===== src/rtl/ft_tx_scheduler.sv =====
// ft_tx_scheduler
//   Packet scheduler for the FTDI upstream link. It arbitrates between the IQ
//   sample FIFO and CPU-written blocks, and grants one packet at a time. For
//   each packet it builds the header word and counts payload words against
//   the FTDI read strobe. It drives the source read strobes and the output-mux
//   word select.
//
// Handshake: re_i is the only transfer qualifier. A word moves in exactly the
//   cycles where re_i=1 and the block is in HDR or PAY. sel_o tells the output
//   mux which word is on offer. fifo_re_o and cpu_re_o are combinational
//   echoes of re_i for the granted source. With re_i=0 nothing advances.
//
// Ports
//   clk_i           FTDI-domain clock (only clock)
//   reset_n         synchronous reset, active-low
//   enable_i        permits new grants; a packet in progress always completes
//   re_i            FTDI accepted the current word this cycle
//   fifo_enough_i   IQ FIFO holds at least one packet
//   fifo_empty_i    IQ FIFO empty (payload word becomes zero pad)
//   fifo_urgent_i   IQ FIFO near overflow; overrides CPU priority
//   cpu_blkcnt_i    CPU blocks written, wraps mod 16
//   fifo_re_o       IQ FIFO read strobe
//   cpu_re_o        CPU buffer read strobe
//   sel_o           0 idle, 1 header, 2 source payload, 3 zero pad
//   hdr_o           header {type[3:0], seq[11:0], len[15:0]}
//   busy_o          high in HDR and PAY
//   cpu_blk_done_o  one-cycle pulse after a CPU packet completes
//   underrun_o      saturating count of padded IQ words
//   dbg_state       FSM state (0 IDLE, 1 HDR, 2 PAY) for observation
module ft_tx_scheduler #(
    parameter int FT_DATA_WIDTH = 32,
    parameter int IQ_PKT_WORDS  = 4096,
    parameter int CPU_PKT_WORDS = 256,
    parameter int CPU_BURST_MAX = 2,
    parameter int SEQ_WIDTH     = 12
) (
    input  logic                     clk_i,
    input  logic                     reset_n,
    input  logic                     enable_i,
    input  logic                     re_i,
    input  logic                     fifo_enough_i,
    input  logic                     fifo_empty_i,
    input  logic                     fifo_urgent_i,
    input  logic [3:0]               cpu_blkcnt_i,
    output logic                     fifo_re_o,
    output logic                     cpu_re_o,
    output logic [1:0]               sel_o,
    output logic [FT_DATA_WIDTH-1:0] hdr_o,
    output logic                     busy_o,
    output logic                     cpu_blk_done_o,
    output logic [15:0]              underrun_o,
    output logic [1:0]               dbg_state
);

    typedef enum logic [1:0] {
        ST_IDLE = 2'd0,
        ST_HDR  = 2'd1,
        ST_PAY  = 2'd2
    } state_t;

    localparam logic       SRC_IQ  = 1'b0;
    localparam logic       SRC_CPU = 1'b1;
    localparam logic [15:0] IQ_LEN  = 16'(IQ_PKT_WORDS);
    localparam logic [15:0] CPU_LEN = 16'(CPU_PKT_WORDS);
    localparam int          CW      = $clog2(CPU_BURST_MAX + 1);
    localparam logic [CW-1:0] BURST_MAX = CW'(CPU_BURST_MAX);

    state_t                   state_q, state_d;
    logic                     src_q;
    logic [FT_DATA_WIDTH-1:0] hdr_q;
    logic [15:0]              len_q;
    logic [15:0]              word_cnt;
    logic [SEQ_WIDTH-1:0]     seq_iq, seq_cpu;
    logic [3:0]               cpu_done_cnt;
    logic [CW-1:0]            cpu_consec;
    logic [15:0]              underrun_q;
    logic                     blk_done_q;

    logic cpu_pending;
    logic grant;
    logic grant_src;
    logic last_word;
    logic pad;

    function automatic logic [FT_DATA_WIDTH-1:0] make_hdr(
        input logic [3:0]           kind,
        input logic [SEQ_WIDTH-1:0] seq,
        input logic [15:0]          len
    );
        return FT_DATA_WIDTH'({kind, 12'(seq), len});
    endfunction

    // Arbitration. The 4-bit inequality stays correct across the mod-16 wrap
    // of cpu_blkcnt_i, as long as no more than 15 blocks are outstanding.
    always_comb begin
        cpu_pending = (cpu_done_cnt != cpu_blkcnt_i);
        grant       = 1'b0;
        grant_src   = SRC_IQ;
        if (fifo_urgent_i && fifo_enough_i) begin
            grant     = 1'b1;
            grant_src = SRC_IQ;
        end else if (cpu_pending && (cpu_consec < BURST_MAX)) begin
            grant     = 1'b1;
            grant_src = SRC_CPU;
        end else if (fifo_enough_i) begin
            grant     = 1'b1;
            grant_src = SRC_IQ;
        end else if (cpu_pending) begin
            grant     = 1'b1;
            grant_src = SRC_CPU;
        end
        if (!enable_i) begin
            grant = 1'b0;
        end
    end

    assign last_word = (word_cnt == (len_q - 16'd1));

    always_ff @(posedge clk_i) begin
        if (!reset_n) begin
            state_q <= ST_IDLE;
        end else begin
            state_q <= state_d;
        end
    end

    always_comb begin
        state_d   = state_q;
        sel_o     = 2'd0;
        fifo_re_o = 1'b0;
        cpu_re_o  = 1'b0;
        pad       = 1'b0;
        case (state_q)
            ST_IDLE: begin
                if (grant) begin
                    state_d = ST_HDR;
                end
            end
            ST_HDR: begin
                sel_o = 2'd1;
                if (re_i) begin
                    state_d = ST_PAY;
                end
            end
            ST_PAY: begin
                pad       = (src_q == SRC_IQ) && fifo_empty_i;
                sel_o     = pad ? 2'd3 : 2'd2;
                fifo_re_o = re_i && (src_q == SRC_IQ) && !fifo_empty_i;
                cpu_re_o  = re_i && (src_q == SRC_CPU);
                if (re_i && last_word) begin
                    state_d = ST_IDLE;
                end
            end
            default: begin
                state_d = ST_IDLE;
            end
        endcase
    end

    always_ff @(posedge clk_i) begin
        if (!reset_n) begin
            src_q        <= SRC_IQ;
            hdr_q        <= '0;
            len_q        <= '0;
            word_cnt     <= '0;
            seq_iq       <= '0;
            seq_cpu      <= '0;
            cpu_done_cnt <= '0;
            cpu_consec   <= '0;
            underrun_q   <= '0;
            blk_done_q   <= 1'b0;
        end else begin
            blk_done_q <= 1'b0;
            case (state_q)
                ST_IDLE: begin
                    if (grant) begin
                        src_q <= grant_src;
                        if (grant_src == SRC_CPU) begin
                            hdr_q   <= make_hdr(4'h2, seq_cpu, CPU_LEN);
                            len_q   <= CPU_LEN;
                            seq_cpu <= seq_cpu + SEQ_WIDTH'(1);
                            // Saturating: only the comparison against the
                            // burst limit matters.
                            if (cpu_consec < BURST_MAX) begin
                                cpu_consec <= cpu_consec + CW'(1);
                            end
                        end else begin
                            hdr_q      <= make_hdr(4'h1, seq_iq, IQ_LEN);
                            len_q      <= IQ_LEN;
                            seq_iq     <= seq_iq + SEQ_WIDTH'(1);
                            cpu_consec <= '0;
                        end
                    end
                end
                ST_HDR: begin
                    if (re_i) begin
                        word_cnt <= '0;
                    end
                end
                ST_PAY: begin
                    if (re_i) begin
                        if (pad && (underrun_q != 16'hFFFF)) begin
                            underrun_q <= underrun_q + 16'd1;
                        end
                        if (last_word) begin
                            // The done count is updated on the same edge that
                            // re-enters IDLE, so the first IDLE cycle already
                            // arbitrates on the retired block.
                            if (src_q == SRC_CPU) begin
                                cpu_done_cnt <= cpu_done_cnt + 4'd1;
                                blk_done_q   <= 1'b1;
                            end
                        end else begin
                            word_cnt <= word_cnt + 16'd1;
                        end
                    end
                end
                default: ;
            endcase
        end
    end

    assign hdr_o          = hdr_q;
    assign busy_o         = (state_q != ST_IDLE);
    assign cpu_blk_done_o = blk_done_q;
    assign underrun_o     = underrun_q;
    assign dbg_state      = state_q;

endmodule

===== config.mk =====
export PLATFORM = sky130hd
export DESIGN_NAME = ft_tx_scheduler
export DESIGN_NICKNAME = d
export VERILOG_FILES = /design/src/rtl/ft_tx_scheduler.sv
export SDC_FILE = /design/constraint.sdc
export NUM_CORES = 1
export LEC_CHECK = 0
export BUFFER_PORTS_ARGS = -buffer_cell sky130_fd_sc_hd__buf_2
export CAP_MARGIN = 25
export CORE_UTILIZATION = 57
export DETAILED_ROUTE_END_ITERATION = 7
export PLACE_DENSITY_LB_ADDON = 0.1
export SKIP_CTS_REPAIR_TIMING = 1
export SYNTH_ARGS = -nofsm -noshare
export SYNTH_HDL_FRONTEND = slang
export SYNTH_SLANG_ARGS = --single-unit
export TNS_END_PERCENT = 30

===== constraint.sdc =====
create_clock -name clk_i -period 2.9 [get_ports clk_i]
set_clock_uncertainty 0.1 [all_clocks]
set_input_delay 0.29 -clock clk_i [delete_from_list [all_inputs] [get_ports clk_i]]
set_output_delay 0.29 -clock clk_i [all_outputs]
set_load 0.005 [all_outputs]

# After elaboration in Yosys (flattened, before gate mapping)
# Index checks and enable logic that the tools add are counted.
[word_totals] output_inout_bits=56 elab_cells=79 input_bits=11 register_bits=114
[op_classes] eq_ne=11 order_cmp=1 n_reduce_logical=21 n_mux=26 n_addsub=7 bitwise_logic=2
[ops] operator="16-bit 2-to-1 mux" count=3
[ops] operator="16-bit by 1-bit adder with 16-bit output (second input constant)" count=2
[ops] operator="16-bit one-hot mux with 2 select lines" count=1
[ops] operator="30-bit 2-to-1 mux" count=1
[ops] operator="12-bit by 1-bit adder with 12-bit output (second input constant)" count=2
[ops] operator="16-bit == test" count=1
[ops] operator="16-bit != test (second input constant)" count=1
[ops] operator="16-bit by 1-bit subtractor with 16-bit output (second input constant)" count=1
[ops] operator="3-bit AND reduction" count=5
[ops] operator="1-bit 2-to-1 mux" count=13
[ops] operator="13-bit 2-to-1 mux" count=1
[ops] operator="4-bit AND reduction" count=3
[ops] operator="2-bit 2-to-1 mux" count=5
[ops] operator="2-bit != test (second input constant)" count=5
[ops] operator="1-bit logical AND" count=8
[ops] operator="2-bit one-hot mux with 3 select lines" count=1
[ops] operator="4-bit by 1-bit adder with 4-bit output (second input constant)" count=1
[ops] operator="4-bit != test" count=1
[ops] operator="2-bit one-hot mux with 2 select lines" count=1
[ops] operator="2-bit nonzero test" count=2
[ops] operator="2-bit by 1-bit adder with 2-bit output (second input constant)" count=1
[ops] operator="2-bit by 1-bit == test with 1-bit output (second input constant)" count=1
[ops] operator="2-bit == test (second input constant)" count=1
[ops] operator="2-bit zero test" count=1
[ops] operator="5 further kinds" count=6

# Longest topological paths before layout
[logic_depth] depth_word=8 mapped_depth=9

# Least setup slack after synthesis
# OpenSTA, ideal clock, no wires.
[synth_path] kind="reg2reg" from="register len_q[8]" to="register word_cnt[9]" required_time_ns=2.730 synth_period_minus_slack_ns=2.258 arrival_ns=2.088 stages_incl_launch_ff=8 path_buffers=0 path_slack_ns=0.642 setup_ns=0.070 path_cell_list="dfxtp_1 -> inv_1 -> ha_1 -> xnor2_1 -> a21oi_2 -> and4_1 -> or4_2 -> a21oi_1"
[synth_between] elab_chain_len=4
[synth_lines] item="start: declaration" line="71" rtl="logic [15:0] len_q;"
[synth_lines] item="start signal: assignment" line="164" rtl="len_q <= '0;"
[synth_lines] item="start signal: assignment" line="180" rtl="len_q <= CPU_LEN;"
[synth_lines] item="start signal: assignment" line="189" rtl="len_q <= IQ_LEN;"
[synth_lines] item="16-bit by 1-bit subtractor with 16-bit output" line="117" rtl="assign last_word = (word_cnt == (len_q - 16'd1));"
[synth_lines] item="16-bit == test" line="117"
[synth_lines] item="2-bit != test (no source line)"
[synth_lines] item="4-bit AND reduction (no source line)"
[synth_lines] item="end signal: assignment" line="214" rtl="word_cnt <= word_cnt + 16'd1;"
[synth_lines] item="end: declaration" line="72" rtl="logic [15:0] word_cnt;"
# No other way between the ends.
# A chain may end at the register's enable or synchronous reset.

# Worst setup path in the final report
[layout_path] from="register len_q[8]" to="register word_cnt[4]"
# The elaborated chain is that of the path after synthesis.

==> flow_summary_export.csv <==
group,metric,value,unit
sta,finalHoldViolations,0,
route,first_pass_iters,5,
sta,fmax,0.397,GHz
yosys,syn_area_per_cell,8.79,µm²
critical_path,critical-path-top-delay-family,"compound AO/OA/AOI/OAI gates",
yosys,async_reset_ff_share,0,%
flow_run,cap_violations,0,
power,ir_drop,0.334,mV
yosys,yosysWarnings,0,
sta,tns,0,ns
route,ant_nets,0,
min_path,hp-start,"enable_i",
floorplanning,die_x,86.9,µm
critical_path,critPathLaunch,"len_q[8]$_SDFFE_PN0P_",
yosys,synthMostInstantiatedCell,"dfxtp_1",
cts,path_clk_slew,0.08,ns
global_route,grt_start_max_net_pins,28,
critical_path,worst_ep_required_time,3.09,ns
placed_design,pre_cts_slack,0.428,ns
layout,finish.utilization,65.3,%
critical_path,critPathBufInv,1,
power,p_leak,1.75,nW
floorplanning,die_h,86.9,µm
power,p_comb_share,13.6,%
yosys,synth_commonest_cells,"dfxtp_1, nor2_1, nand2_1",
floorplanning,io-pin-count,67,
cts,cts_tree,"yes",
critical_path,crit_arrival,2.71,ns
cts,numCtsBuffers,9,
placed_design,numPortBuffers,50,
cts,clkSinkCount,79,
yosys,synth_area_leaders,"dfxtp_1, nor2_1, buf_4",
outcome,outcome,"finished, final reports clean",
placed_design,dp_hpwl,6.37,mm
sta,final.setup.worst_slack,0.378,ns
yosys,synth-seq-area-share,38.5,%
cts,insertion_delay,0.35,ns
sta,slew_violations,0,
layout,drive_gt1_share,17.9,%
power,seqPwrFrac,52.3,%
floorplanning,die_area,7540,µm²
critical_path,rrSetupSlack,0.38,ns
critical_path,worstPathCellList,"inv_1, ha_1, or4_1, a21oi_2, a41o_1, o21ai_0, a21oi_1",
power,intPower,0.00154,W
yosys,syn_inst,467,
yosys,synth_top_cell_area_share,38.5,%
global_route,grt_pass1_wl,15.0,mm
critical_path,cp-end-kind,"flip-flop",
layout,diodes,0,
critical_path,reg2regPathDepth,7,
sta,setup_viol,0,
critical_path,crit_cells,7,
yosys,yosys.area.top_type,"dfxtp_1",
yosys,synth_edf_count,0,
power,netSwitchingPower,0.000618,W
sta,max_slew_margin,56.3,%
critical_path,setup.worst_path.end,"word_cnt[4]$_SDFFE_PN0P_",
layout,area_growth,9.24,%
global_route,grt_pass1_vias,3170,
cts,root_buffer,"clkbuf_8",
critical_path,r2r_start,"len_q[8]$_SDFFE_PN0P_",
yosys,synth_ff_type,"dfxtp_1",
yosys,ys_types,65,
sta,period_minus_slack,2.52,ns
sta,fin_crit_sh,87.0,%
critical_path,critPathMaxStageDelay,0.48,ns
critical_path,slowest_stage,"dfxtp_1",
global_route,grt_antenna_before_repair,0,
route,avgRoutedWirePerCell,14.5,µm
floorplanning,core,6870,µm²
critical_path,crit_type,"reg2reg",
route,via_per_inst,5.88,
cts,clockBufferDepth,2,
route,drc,0,
layout,fin_nets,531,
floorplanning,initial_core_util,59.7,%
floorplanning,rows,30,
power,switching_share,28.7,%
min_path,min_path_type,"in2reg",
critical_path,crit_path_max_fanout,15,
cts,h-tree-depth,3,
power,p_clk_share,34.1,%
route,routed_wl,8.85,mm
power,power_density,481,nW/µm²
sta,worst_pin_slew,0.652,ns
route,drt-initial-drc-count,263,
yosys,ys_seq_elements,79,
critical_path,critPathLaunchType,"flip-flop",
yosys,synth_area,4100,µm²
critical_path,rr_endpoint,"word_cnt[4]$_SDFFE_PN0P_",
global_route,gr-total-overflow,0,
placed_design,gp_congestion,0.940,
route,vias,3587,
global_route,grt_usage,25.1,%
sta,rsz0062_at_grt,"no",
## layout make-up
class,instances,area [µm²]
fillers,602,2390
multi-input cells,349,2260
flip-flops and latches,79,1580
repair buffers,55,288
clock buffers,10,138
well taps,96,120
inverters,16,60.1
clock inverters,5,33.8
## cell families (layout without fill, tap and decap cells)
kind of cell | Yosys count | in the layout | synth area share (%)
buf+inv | 54 | 86 | 7.71
simple gates | 189 | 189 | 24.7
fa+ha+maj | 10 | 10 | 3.05
flops | 79 | 79 | 38.5
mux | 10 | 10 | 2.44
compound gates | 95 | 95 | 17.3
other cells | 1 | 16 | 0.0914
xor+xnor | 29 | 29 | 6.19
## through the flow
step	std cells	hold WS, ns	total power (W)	cell area [µm²]
final	610	0.242	0.00216	4480
after global routing	610	0.249	0.00226	4480
after CTS	610	0.226	0.00217	4480
after detailed placement	595	0.378	0.00144	4310
after global placement	595	0.369	0.00144	4310
after floorplan	482	0.351	0.00139	4160
## routing by layer
| metal | up-vias | routed length (µm) | GRT usage [%] |
|---|---|---|---|
| li1 | 1759 | - | - |
| met5 | - | 0 | 0 |
| met4 | 0 | 176 | 11.2 |
| met2 | 144 | 3820 | 36.6 |
| met3 | 18 | 497 | 3.32 |
| met1 | 1666 | 4360 | 36.8 |
## how the worst min path moves through the flow
stage               slack, ns  cells after the start                    endpoint
floorplan                0.35                      2      seq_iq[8]$_SDFFE_PN0P_
global placement         0.37                      2    word_cnt[6]$_SDFFE_PN0P_
detailed placement       0.38                      2    word_cnt[6]$_SDFFE_PN0P_
CTS                      0.23                      3  underrun_o[2]$_SDFFE_PN0P_
global route             0.25                      3    word_cnt[1]$_SDFFE_PN0P_
finish                   0.24                      3   dbg_state[0]$_SDFFE_PN0P_
## flip-flops by register name, indices dropped and copies added (netlist names)
| name | count |
|---|---|
| dbg_state | 2 |
| cpu_consec | 2 |
| hdr_o | 13 |
| len_q | 1 |
| word_cnt | 16 |
| underrun_o | 16 |
| seq_iq | 12 |
| seq_cpu | 12 |
| cpu_done_cnt | 4 |
| cpu_blk_done_o | 1 |
## layout by cell type (no fill, tap or decap), types with 2 or more instances in the layout
| master | instances |
|---|---|
| clkinv_2 | 2 |
| a222oi_1 | 11 |
| o21ba_2 | 2 |
| and4b_1 | 2 |
| o31ai_1 | 6 |
| conb_1 | 16 |
| o2111ai_1 | 2 |
| and3_1 | 12 |
| buf_4 | 5 |
| a21oi_2 | 2 |
| nor2b_1 | 2 |
| o41ai_1 | 2 |
| or4_1 | 7 |
| inv_1 | 16 |
| o31a_1 | 2 |
| xnor2_1 | 12 |
| nor3_1 | 8 |
| a31o_2 | 4 |
| ha_1 | 10 |
| xor2_1 | 17 |
| clkinvlp_4 | 2 |
| dfxtp_1 | 79 |
| and2_1 | 6 |
| nor4_1 | 3 |
| o211ai_1 | 5 |
| mux2i_1 | 10 |
| o21ai_0 | 16 |
| nor2_1 | 48 |
| buf_2 | 50 |
| o21a_1 | 2 |
| nand2b_1 | 6 |
| nand2_1 | 35 |
| nand4_1 | 17 |
| a211oi_1 | 3 |
| o21bai_1 | 2 |
| nand3_1 | 15 |
| or3_1 | 10 |
| clkbuf_8 | 10 |
| and4_1 | 6 |
| a21oi_1 | 23 |
## worst reg2reg max path: cells and delay by family, from the launching register on
family | cells | cell delay (ns)
buf+inv | 1 | 0.15
compound gates | 4 | 1.05
fa+ha+maj | 1 | 0.21
simple gates | 1 | 0.45
flops | 1 | 0.48
## power groups by stage
stage          combinational, W  sequential (W)  clock (W)
2_1_floorplan          0.000244         0.00115          0
4_1_cts                0.000289         0.00113   0.000749
5_1_grt                0.000323         0.00113   0.000800
6_report               0.000293         0.00113   0.000735
3_5_place_dp           0.000287         0.00115          0
3_3_place_gp           0.000284         0.00115          0
Note: power is estimated with default switching activity, not from simulation.
